## src/rtl/lau_pkg.sv

```systemverilog
// Shared types for the long-arithmetic unit: adder speed selection and
// the multi-word sequencer state encoding.
package lau_pkg;

    typedef enum logic [1:0] {
        SLOW,
        MEDIUM,
        FAST
    } speed_e;

    typedef enum logic {
        FIRST,
        CHAIN
    } addmw_state_e;

endpackage

```

## src/rtl/add_multiword_seq_addcfast.sv

```systemverilog
// AddCfast: combinational width-bit adder slice, {CO,S} = A + B + CI.
// SLOW builds an explicit ripple chain; other speeds leave the structure to synthesis.
module AddCfast
    import lau_pkg::*;
#(
    parameter int     width = 32,
    parameter speed_e speed = FAST
) (
    input  logic [width-1:0] A,
    input  logic [width-1:0] B,
    input  logic             CI,
    output logic [width-1:0] S,
    output logic             CO
);

    generate
        if (speed == SLOW) begin : g_ripple
            logic [width:0] w_c;

            always_comb begin
                w_c    = '0;
                S      = '0;
                w_c[0] = CI;
                for (int i = 0; i < width; i++) begin
                    S[i]     = A[i] ^ B[i] ^ w_c[i];
                    w_c[i+1] = (A[i] & B[i]) | (w_c[i] & (A[i] ^ B[i]));
                end
            end

            assign CO = w_c[width];
        end else begin : g_behav
            assign {CO, S} = {1'b0, A} + {1'b0, B} + {{width{1'b0}}, CI};
        end
    endgenerate

endmodule

```

## src/rtl/add_multiword_seq.sv

```systemverilog
// Sequential multi-word adder: streams operands LSW first through one AddCfast
// slice, chaining carries across words. ADD_MULTIWORD_OVF_EN adds overflow output V.
//
// state | meaning
// FIRST | next accepted word is word 0; adder carry-in comes from CI
// CHAIN | words 1..words-1; adder carry-in comes from the carry register
module add_multiword_seq
    import lau_pkg::*;
#(
    parameter int     width = 32,
    parameter int     words = 4,
    parameter speed_e speed = FAST
) (
    input  logic             CLK,
    input  logic             RST,
    input  logic             InValid,
    output logic             InReady,
    input  logic [width-1:0] A,
    input  logic [width-1:0] B,
    input  logic             CI,
    output logic             OutValid,
    input  logic             OutReady,
    output logic [width-1:0] S,
    output logic             Last,
    output logic             CO
`ifdef ADD_MULTIWORD_OVF_EN
    ,
    output logic             V
`endif
);

    localparam int CW = (words > 1) ? $clog2(words) : 1;
    localparam logic [CW-1:0] LAST_CNT = CW'(words - 1);

    addmw_state_e     r_state;
    addmw_state_e     w_state_nxt;
    logic [CW-1:0]    r_cnt;
    logic [CW-1:0]    w_cnt_nxt;
    logic             r_carry;
    logic             r_valid;
    logic [width-1:0] r_s;
    logic             r_last;
    logic             r_co;

    logic             w_accept;
    logic             w_last;
    logic             w_cin;
    logic [width-1:0] w_s;
    logic             w_co;

    assign InReady  = ~RST & (~r_valid | OutReady);
    assign w_accept = InValid & InReady;
    assign w_last   = (r_cnt == LAST_CNT);

    AddCfast #(
        .width (width),
        .speed (speed)
    ) u_slice (
        .A  (A),
        .B  (B),
        .CI (w_cin),
        .S  (w_s),
        .CO (w_co)
    );

    always_ff @(posedge CLK) begin
        if (RST) begin
            r_state <= FIRST;
            r_cnt   <= '0;
        end else begin
            r_state <= w_state_nxt;
            r_cnt   <= w_cnt_nxt;
        end
    end

    always_comb begin
        w_state_nxt = r_state;
        w_cnt_nxt   = r_cnt;
        w_cin       = (r_state == FIRST) ? CI : r_carry;
        if (w_accept) begin
            if (w_last) begin
                w_state_nxt = FIRST;
                w_cnt_nxt   = '0;
            end else begin
                w_state_nxt = CHAIN;
                w_cnt_nxt   = r_cnt + CW'(1);
            end
        end
    end

    // Carry and result only move on accept, so a stalled output never disturbs the chain.
    always_ff @(posedge CLK) begin
        if (RST) begin
            r_carry <= 1'b0;
            r_valid <= 1'b0;
            r_s     <= '0;
            r_last  <= 1'b0;
            r_co    <= 1'b0;
        end else if (w_accept) begin
            r_carry <= w_co;
            r_valid <= 1'b1;
            r_s     <= w_s;
            r_last  <= w_last;
            r_co    <= w_co & w_last;
        end else if (OutReady) begin
            r_valid <= 1'b0;
        end
    end

`ifdef ADD_MULTIWORD_OVF_EN
    logic r_v;
    logic w_msb_cin;

    assign w_msb_cin = A[width-1] ^ B[width-1] ^ w_s[width-1];

    always_ff @(posedge CLK) begin
        if (RST) begin
            r_v <= 1'b0;
        end else if (w_accept) begin
            r_v <= w_last & (w_msb_cin ^ w_co);
        end
    end

    assign V = r_v;
`endif

    assign OutValid = r_valid;
    assign S        = r_s;
    assign Last     = r_last;
    assign CO       = r_co;

endmodule

```

## config.mk

```make
export PLATFORM = sky130hd
export DESIGN_NAME = add_multiword_seq
export DESIGN_NICKNAME = d
export VERILOG_FILES = /design/src/rtl/lau_pkg.sv /design/src/rtl/add_multiword_seq_addcfast.sv /design/src/rtl/add_multiword_seq.sv
export SDC_FILE = /design/constraint.sdc
export NUM_CORES = 1
export LEC_CHECK = 0
export CORE_UTILIZATION = 42
export DETAILED_ROUTE_END_ITERATION = 8
export PLACE_DENSITY = 0.77
export RECOVER_POWER = 50
export SLEW_MARGIN = 10
export SYNTH_ARGS = -nofsm -noshare
export SYNTH_HDL_FRONTEND = slang
export SYNTH_SLANG_ARGS = --single-unit
```

## constraint.sdc

```tcl
create_clock -name CLK -period 3.1 [get_ports CLK]
set_clock_uncertainty 0.15 [all_clocks]
set_input_delay 0.31 -clock CLK [delete_from_list [all_inputs] [get_ports CLK]]
set_output_delay 0.31 -clock CLK [all_outputs]
set_load 0.1 [all_outputs]
```

Word-level counts from Yosys, hierarchy flattened
Cells that the tools add are included.

$add $sub $neg: 3. Multipliers: 0. Divide/modulo/power cells: 0. Order comparisons: 0. Eq/ne operators: 1. Shift operators: 0. Multiplexer cells: 5. Bitwise operators: 6. Reductions and logical operators: 1.

Operators by type and width (count): adder 32 x 32 -> 33 bit (1); adder 33 x 1 -> 33 bit (1); two-way mux 1 bit (4); AND 1 bit (3); adder 2 x 1 -> 2 bit (second input constant) (1); equality test 2 bit (second input constant) (1); two-way mux 2 bit (1); NOT 1 bit (2); nonzero test 2 bit (1); bitwise OR 1 bit (1).

Register bits after elaboration: 39. Bits in latches: 0. RAM bits: 0. Bits in read-only memories: 0. Input bits: 69. Output and inout port bits: 36. Logic and storage cells: 23. Memories kept: 0.

Longest topological paths before layout
Depth in word-level cells: 5. Mapped depth: 10. Depth with buffers taken out: 10.

Modules after synthesis
A second synthesis with hierarchy kept.

Cells, all modules: 377. Area total of the unflattened synthesis: 3372.0 µm².

Modules (own cells, without submodules): AddCfast (instances 1, cells an instance 245, area each 1739.2 µm², sequential area each 0.0 µm²); add_multiword_seq (instances 1, cells an instance 132, area each 1632.8 µm², sequential area each 780.7 µm²).

Worst setup path before layout
No wires, ideal clock.

Kind: register to register. From: reg r_valid (netlist: OutValid). To: reg r_cnt[0]. Library setup time: 127 ps. Arrival time: 3147 ps. Required time: 2823 ps. Setup slack: -323 ps. Stages on the path, launching flop included: 8. Buffers on the path: 2. Period minus slack after synthesis: 3423 ps. Cells stage by stage: dfxtp_1 > nor2b_1 > nor2_1 > nand2_1 > clkbuf_1 > buf_1 > a21oi_1 > nor2_1.

Cells in the longest elaborated chain, start to end: 4.

RTL lines: start: declaration (RTL line add_multiword_seq.sv:40) `logic r_valid;`; start signal: assignment (RTL line add_multiword_seq.sv:95) `r_valid <= 1'b0;`; start signal: assignment (RTL line add_multiword_seq.sv:101) `r_valid <= 1'b1;`; start signal: assignment (RTL line add_multiword_seq.sv:106) `r_valid <= 1'b0;`; NOT 1 bit (RTL line add_multiword_seq.sv:51) `assign InReady = ~RST & (~r_valid | OutReady);`; bitwise OR 1 bit (RTL line add_multiword_seq.sv:51); AND 1 bit (RTL line add_multiword_seq.sv:51); named net InReady (RTL line add_multiword_seq.sv:17) `output logic InReady,`; AND 1 bit (RTL line add_multiword_seq.sv:52) `assign w_accept = InValid & InReady;`; end signal: assignment (RTL line add_multiword_seq.sv:72) `r_cnt <= w_cnt_nxt;`; end: declaration (RTL line add_multiword_seq.sv:37) `logic [CW-1:0] r_cnt;`.

The timed path passes the listed nets, and every way through them passes these cells. A chain may end at the register's enable or synchronous reset.

Worst setup path after layout
From: reg r_state. To: reg r_s[22] (netlist: S[22]).

Cells in the longest elaborated chain, start to end: 2.

RTL lines: start: declaration (RTL line add_multiword_seq.sv:35) `addmw_state_e r_state;`; start signal: assignment (RTL line add_multiword_seq.sv:71) `r_state <= w_state_nxt;`; two-way mux 1 bit (RTL line add_multiword_seq.sv:79) `w_cin = (r_state == FIRST) ? CI : r_carry;`; adder 33 x 1 -> 33 bit (RTL line add_multiword_seq_addcfast.sv:32) `assign {CO, S} = {1'b0, A} + {1'b0, B} + {{width{1'b0}}, CI};`; end signal: assignment (RTL line add_multiword_seq.sv:102) `r_s <= w_s;`; end: declaration (RTL line add_multiword_seq.sv:41) `logic [width-1:0] r_s;`.

No other way between the ends.

==> summary.txt <==
Job
  • MaxCap Viol Count: 0

STA
  • RSZ-0062 raised after global routing: false
  • Final Critical Period: 2.95 ns
  • Fin Setup TNS: 0 ns
  • Final Hold Vio Count: 0
  • Highest clock rate: 338 MHz
  • Worst slew pin tran: 1.22 ns
  • Final Max Slew Viols: 0
  • Setup violations, final: 0
  • Rel. slew slack: 18.8%
  • Period utilization: 95.3%

Power and ir drop
  • Static leakage: 1.72 nW
  • Clk pwr share: 22.0%
  • Switching Fraction: 46.4%
  • Sequential power share: 29.1%
  • NetSw: 0.938 mW
  • Cell internal pwr: 1.09 mW
  • VDD IR max: 0.265 mV
  • Power Density: 477 mW/mm^2
  • Gate power share: 48.9%

Yosys
  • Number of flops mapped to enable cells by yosys: 0
  • Distinct cells, synth: 56
  • Top FF cell, synth: dfxtp_1
  • Mapped cell area: 0.00315 mm^2
  • Sequential-to-total area share from yosys stat: 24.8%
  • Number of synthesized register bits: 39
  • Cells after synthesis: 410
  • Post-synthesis async set-or-reset flop share: 0%
  • Syn. warnings: 0
  • Average size of a mapped cell: 7.68 um^2
  • Synth Net Count: 513

Worst setup path
  • Reg2Reg Depth: 12
  • CP startpoint kind: flop
  • Critical setup path kind: reg2reg
  • Slowest CP cell: fa_2
  • WP data arrival: 2.98 ns
  • Crit path largest cell delay: 0.38 ns
  • R2R Path Start: r_state
  • R2R Setup Slk: 0.15 ns
  • Worst-path maximum fanout: 4
  • Critical-path cell list: mux2_2 -> fa_2 -> fa_2 -> a21oi_2 -> nor2_1 -> nor3_2 -> buf_4 -> o31ai_2 -> buf_4 -> a21oi_1 -> xor2_1 -> o21ai_0
  • CP Capture Type: flop
  • Crit path required time: 3.13 ns
  • R2R Path End: S[22]

Final layout
  • Total Nets Final: 619
  • Layout cells sized above 1: 8.51%
  • Non-filler cells, final: 616
  • N_diodes: 0
  • P&R area growth vs syn: 34.8%

Die
  • Die ar.: 0.00784 mm^2
  • Row count: 31
  • Core Box Area: 0.00725 mm^2
  • Initial Util: 43.4%
  • Chip height: 88.6 um
  • IO Count: 105
  • Die W: 88.6 um

Worst hold path
  • WHS Endpoint: Last
  • Hold Path Class: reg2reg
  • Hold Crit Start: Last
  • Hold Path Stages: 2

Placement
  • Gpl congestion: 0.862
  • Cell count after placement: 608
  • Post-detail-place hpwl: 6.85 mm
  • Buffers on Ports: 104

Detailed routing
  • Wire per inst: 14.3 um
  • Drt total wl: 8.82 mm
  • Router iterations before antenna repair: 5
  • Initial drt markers: 218
  • DR vias: 3386
  • Final ANT Viol Nets: 0
  • Vias per cell: 5.50
  • DRC viols: 0

Global route
  • All-layer global routing usage: 22.9%
  • First-pass GRT wire length: 14.1 mm
  • Grt total ovfl: 0
  • Largest net degree at the start of global routing: 38
  • Vias in the first global route: 3155
  • Initial antenna violation count: 0

Clock tree
  • Clock Path Buffers: 2
  • Setup bufs post-CTS: 0
  • H-tree levels: 2
  • Root Buffer: clkbuf_8
  • CTS Buf Count: 5
  • CTS clk-pin slew, worst paths: 0.09 ns
  • Sink Count: 39
  • Clk Latency, worst-skew pair: 0.30 ns
  • CTS tree: yes

Outcome
  • Outcome: finished, final reports clean
[sequential cells by signal (all words and copies together) (netlist names)]
name,count
Last,1
r_state,1
r_carry,1
S,32
CO,1
OutValid,1
r_cnt,2
[what timing repair did]
item | CTS | global route
cloned | 0 | 0
hold buffers | 0 | 0
setup endpoints to repair | 1 | 14
pin swaps | 0 | 3
gates resized for setup | 1 | 6
[final cells by class]
| class | instances | area [um^2] |
|---|---|---|
| repair buffers | 120 | 940 |
| flip-flops and latches | 39 | 781 |
| inverters | 11 | 41.3 |
| well taps | 99 | 124 |
| multi-input cells | 339 | 2240 |
| clock inverters | 3 | 43.8 |
| fillers | 692 | 3010 |
| clock buffers | 5 | 68.8 |
[critical path, delay by kind of cell, from the launching register on]
family | cells | cell delay [ns]
XOR/XNOR | 1 | 0.15
AND/OR/NAND/NOR | 2 | 0.29
buffers and inverters | 2 | 0.32
flip-flops | 1 | 0.35
AO/OA/AOI/OAI | 4 | 0.51
multiplexers | 1 | 0.34
adder cells (fa/ha/maj) | 2 | 0.73
[power by group through the flow]
stage          combinational, mW  sequential, mW  clock [mW]
6_report                   0.990           0.590       0.444
5_1_grt                     1.06           0.597       0.467
4_1_cts                     1.03           0.591       0.447
3_5_place_dp                1.03           0.601           0
3_3_place_gp                1.01           0.600           0
2_1_floorplan              0.376           0.969           0
[cell usage after synthesis (4+ instances only)]
cell       n  share of area, %
mux2i_1    4               1.3
nand3_1   24               3.8
nor3_1    10               1.6
nor2_1    35               4.2
inv_1     10               1.2
dfxtp_1   39                25
o211ai_1   5               1.2
nand2_1   50               6.0
xnor2_1    9               2.5
buf_2      4              0.64
o21bai_1   4              0.95
xor2_1    14               3.9
a31oi_1    6               1.2
nand4_1   10               2.0
clkbuf_1   9               1.1
a211oi_1   4              0.95
ha_1      32                13
o21ai_0   39               6.2
a21oi_1   37               5.9
a21o_1     6               1.4
[per-stage QoR]
stage	utilization [%]	power (mW)	hold slack, ns	worst slack, ns	area [um^2]
4_1_cts	60.1	2.07	0.320	0.0157	4360
3_3_place_gp	58.4	1.61	0.288	-0.256	4240
6_report	58.5	2.02	0.313	0.145	4240
2_1_floorplan	-	1.35	0.270	0.144	3150
5_1_grt	58.5	2.13	0.340	0.00287	4240
3_5_place_dp	58.4	1.63	0.305	-0.327	4240
[cells by family (layout without fill, tap and decap cells)]
family                   Yosys count  in the layout  synth area share (%)
multiplexers                       5              5                  1.63
AND/OR/NAND/NOR                  150            150                  22.7
buffers and inverters             32            139                  4.65
XOR/XNOR                          23             23                  6.40
AO/OA/AOI/OAI                    127            127                  25.8
flip-flops                        39             39                  24.8
adder cells (fa/ha/maj)           34             34                  14.0
[layout by cell type, fill, tap and decap left out, drive strengths merged, types with 3 or more instances in the layout]
cell           count
clkdlybuf4s50     67
nand2             50
o21ai             42
clkbuf            40
dfxtp             39
a21oi             38
nor2              37
ha                32
nand3             24
buf               17
xor2              14
nor3              12
nand4             12
inv               10
xnor2              9
a31oi              7
a21o               6
o211ai             5
o21bai             4
mux2i              4
a211oi             4
o31ai              4
nor2b              3
and3               3
nand2b             3
clkinv             3
[metal layers]
layer	vias to the layer above	track usage (%)	routed length, um
met5	-	0	0
met4	0	8.06	84
met3	6	4.29	585
met2	127	39.4	4260
met1	1546	28.4	3890
li1	1707	-	-
[worst max path at each step]
stage | start | endpoint | slack, ns | cells past startpoint
after floorplan | r_state | S[30] | 0.14 | 10
after global placement | CI | S[30] | -0.26 | 12
after detailed placement | CI | S[30] | -0.33 | 12
after CTS | r_state | S[10] | 0.02 | 11
after global routing | r_state | S[10] | 0.003 | 11
final | r_state | S[22] | 0.15 | 12
Note: power is estimated with default switching activity, not from simulation.
==> RTL edit (same flow settings) <==
The option `ADD_MULTIWORD_OVF_EN` is turned on by a define.
--- a/src/rtl/add_multiword_seq.sv
+++ b/src/rtl/add_multiword_seq.sv
@@ -4,6 +4,8 @@
 // state | meaning
 // FIRST | next accepted word is word 0; adder carry-in comes from CI
 // CHAIN | words 1..words-1; adder carry-in comes from the carry register
+`define ADD_MULTIWORD_OVF_EN
+
 module add_multiword_seq
     import lau_pkg::*;
 #(
Function (old outputs only; new: V): kept (equiv_simple and equiv_induct, registers matched by name and starting in step).
==> RTL edit against the original RTL <==
Final area increased by 4.2%; power up 7.9%; non-clock buffer count grew 3; area after synthesis shrank 2.3%; setup slack worse by 100 ps; highest routed layer unchanged; sequential share of layout area is 0.25 points lower; sequential cell count is 1 higher; routed wire length fell by 5.1%; critical path depth is the same.
==> RTL edit: results (changes against the original RTL) <==
| Metric | Value |
|---|---|
| Worst slack at placement | `-333.2 ps (-6.195 ps)` |
| Wire length after detailed routing | `8.367 mm (-5.1%)` |
| Largest register FFs | `32 (unchanged)` |
| Sequential-to-total area share from yosys stat | `26.05% (+1.2 points)` |
| First-pass iteration count of the detailed router | `4 (-1)` |
| Met3 wirelength from detailed routing | `400 um (-32%)` |
| Wire length on met2 | `4.169 mm (-2.1%)` |
| Number of library cell types mapped by synthesis | `50 (-11%)` |
| Post-route clock period utilization | `98.65% (+3.3 points)` |
| Drt initial violations | `159 (-27%)` |
| Critical path capture point | `S[28]$_SDFFE_PP0P_` |
| Setup slack on the worst flop-to-flop path | `40 ps (-100 ps)` |
| LEAKAGE | `1.855 nW (+7.9%)` |
| Run status | `finished clean` |
| Met2 Track Usage GR | `39.20% (-0.24 points)` |
| Pin count of the biggest net entering global routing | `69 (+82%)` |
| CP Data Arrival Time | `3070 ps (+90 ps)` |
| Net Count, Synth | `487 (-5.1%)` |
| Parity-gate share of the synthesized area counting xor and xnor cells | `8.547% (+2.1 points)` |
| Startpoint of the lowest-slack hold path | `r_cnt[1]$_SDFFE_PP0P_` |
| Insertion delay of the later-clocked pin in the worst-skew pair | `290 ps` |
| Layout net count | `601 (-2.9%)` |
| Compound-gate portion of the synthesized area | `28.82% (+3.0 points)` |
| Share of cells above drive strength 1 | `18.24% (+9.7 points)` |
| Top cells by area in the synthesized netlist | `sky130_fd_sc_hd__dfxtp_1 (26%), sky130_fd_sc_hd__ha_1 (13%), sky130_fd_sc_hd__a21oi_1 (6.2%)` |
| Met1 Wirelength | `3.702 mm (-4.8%)` |
| Wire length of the first global-routing pass | `13.70 mm (-2.7%)` |
| Area inside the core boundary | `6944 um^2 (-4.3%)` |
| Final weighted congestion in routability-driven placement | `0.8491 (-1.5%)` |
| I/O Buffers | `105 (+0.96%)` |
| Area after detailed placement | `4214 um^2 (-0.59%)` |
| Startpoint Class | `flop` |
| Number of global-route vias before repair | `3105 (-1.6%)` |
| Proportion of synthesized area in mux cells | `0.3663% (-1.3 points)` |
| Placed wire-length estimate after detailed placement | `6.537 mm (-4.5%)` |
| Met1 capacity usage during global routing | `27.91% (-0.54 points)` |
| Total placed cells including tap cells | `585 (-3.8%)` |
| Largest vdd supply drop | `0.2896 mV (+9.2%)` |
| Number of vias after detailed routing | `3239 (-4.3%)` |
| Via-per-instance ratio | `5.444 (-0.97%)` |
| Overall fraction of global-route tracks in use | `22.10% (-0.77 points)` |
| Met3 GRT Util | `3.582% (-0.71 points)` |
| Gate Count Post-Synth | `384 (-6.3%)` |
| CP max FO | `5 (+1)` |
| Slew @ Worst Pin | `725.3 ps (-497.9 ps)` |
==> RTL edit: report_power, final <==
| group | total, mW | switching, mW | internal, mW |
|---|---|---|---|
| sequential | 0.607 | 0.0352 | 0.572 |
| clock | 0.477 | 0.193 | 0.284 |
| combinational | 1.10 | 0.731 | 0.368 |
==> RTL edit: worst min path at each step <==
stage | endpoint | slack (ps) | cells past startpoint
after global placement | S[0]$_SDFFE_PP0P_ | 290 | 2
after global routing | S[27]$_SDFFE_PP0P_ | 350 | 2
final | r_cnt[1]$_SDFFE_PP0P_ | 310 | 2
after detailed placement | r_cnt[1]$_SDFFE_PP0P_ | 300 | 2
after CTS | Last$_SDFFE_PP0P_ | 310 | 2
after floorplan | OutValid$_SDFFE_PP0P_ | 280 | 2
==> RTL edit: layout make-up <==
cell class	count	area, um^2
Timing Repair Buffer	123	1096
Tap cell	96	120.1
Fill cell	606	2527
Multi-Input combinational cell	312	2212
Clock inverter	1	30.03
Inverter	16	60.06
Sequential cell	40	802.0
Clock buffer	7	96.34
==> RTL edit: cells by family (layout without fill, tap and decap cells) <==
group	after synthesis	after routing
AOI/OAI and AO/OA	130	130
xor gates and xnor gates	30	30
adders and majority gates	34	34
buffers and inverters	32	147
DFF	40	40
muxes	1	1
and+or+nand+nor	117	117
==> RTL edit: critical path, delay by kind of cell (launching register included) <==
kind / cells / cell delay (ps)
fa+ha+maj: 2 / 590
compound gates: 6 / 1110
mux: 1 / 310
flops: 1 / 350
simple gates: 1 / 120
buf+inv: 1 / 80
xor+xnor: 1 / 200
==> RTL edit: timing repair <==
item                                    CTS  global route
hold buffers                              0             0
pin swaps                                 1             8
gates cloned                              0             0
resized for setup                         3            12
buffers inserted                          0             2
endpoints found under the setup margin    4            16
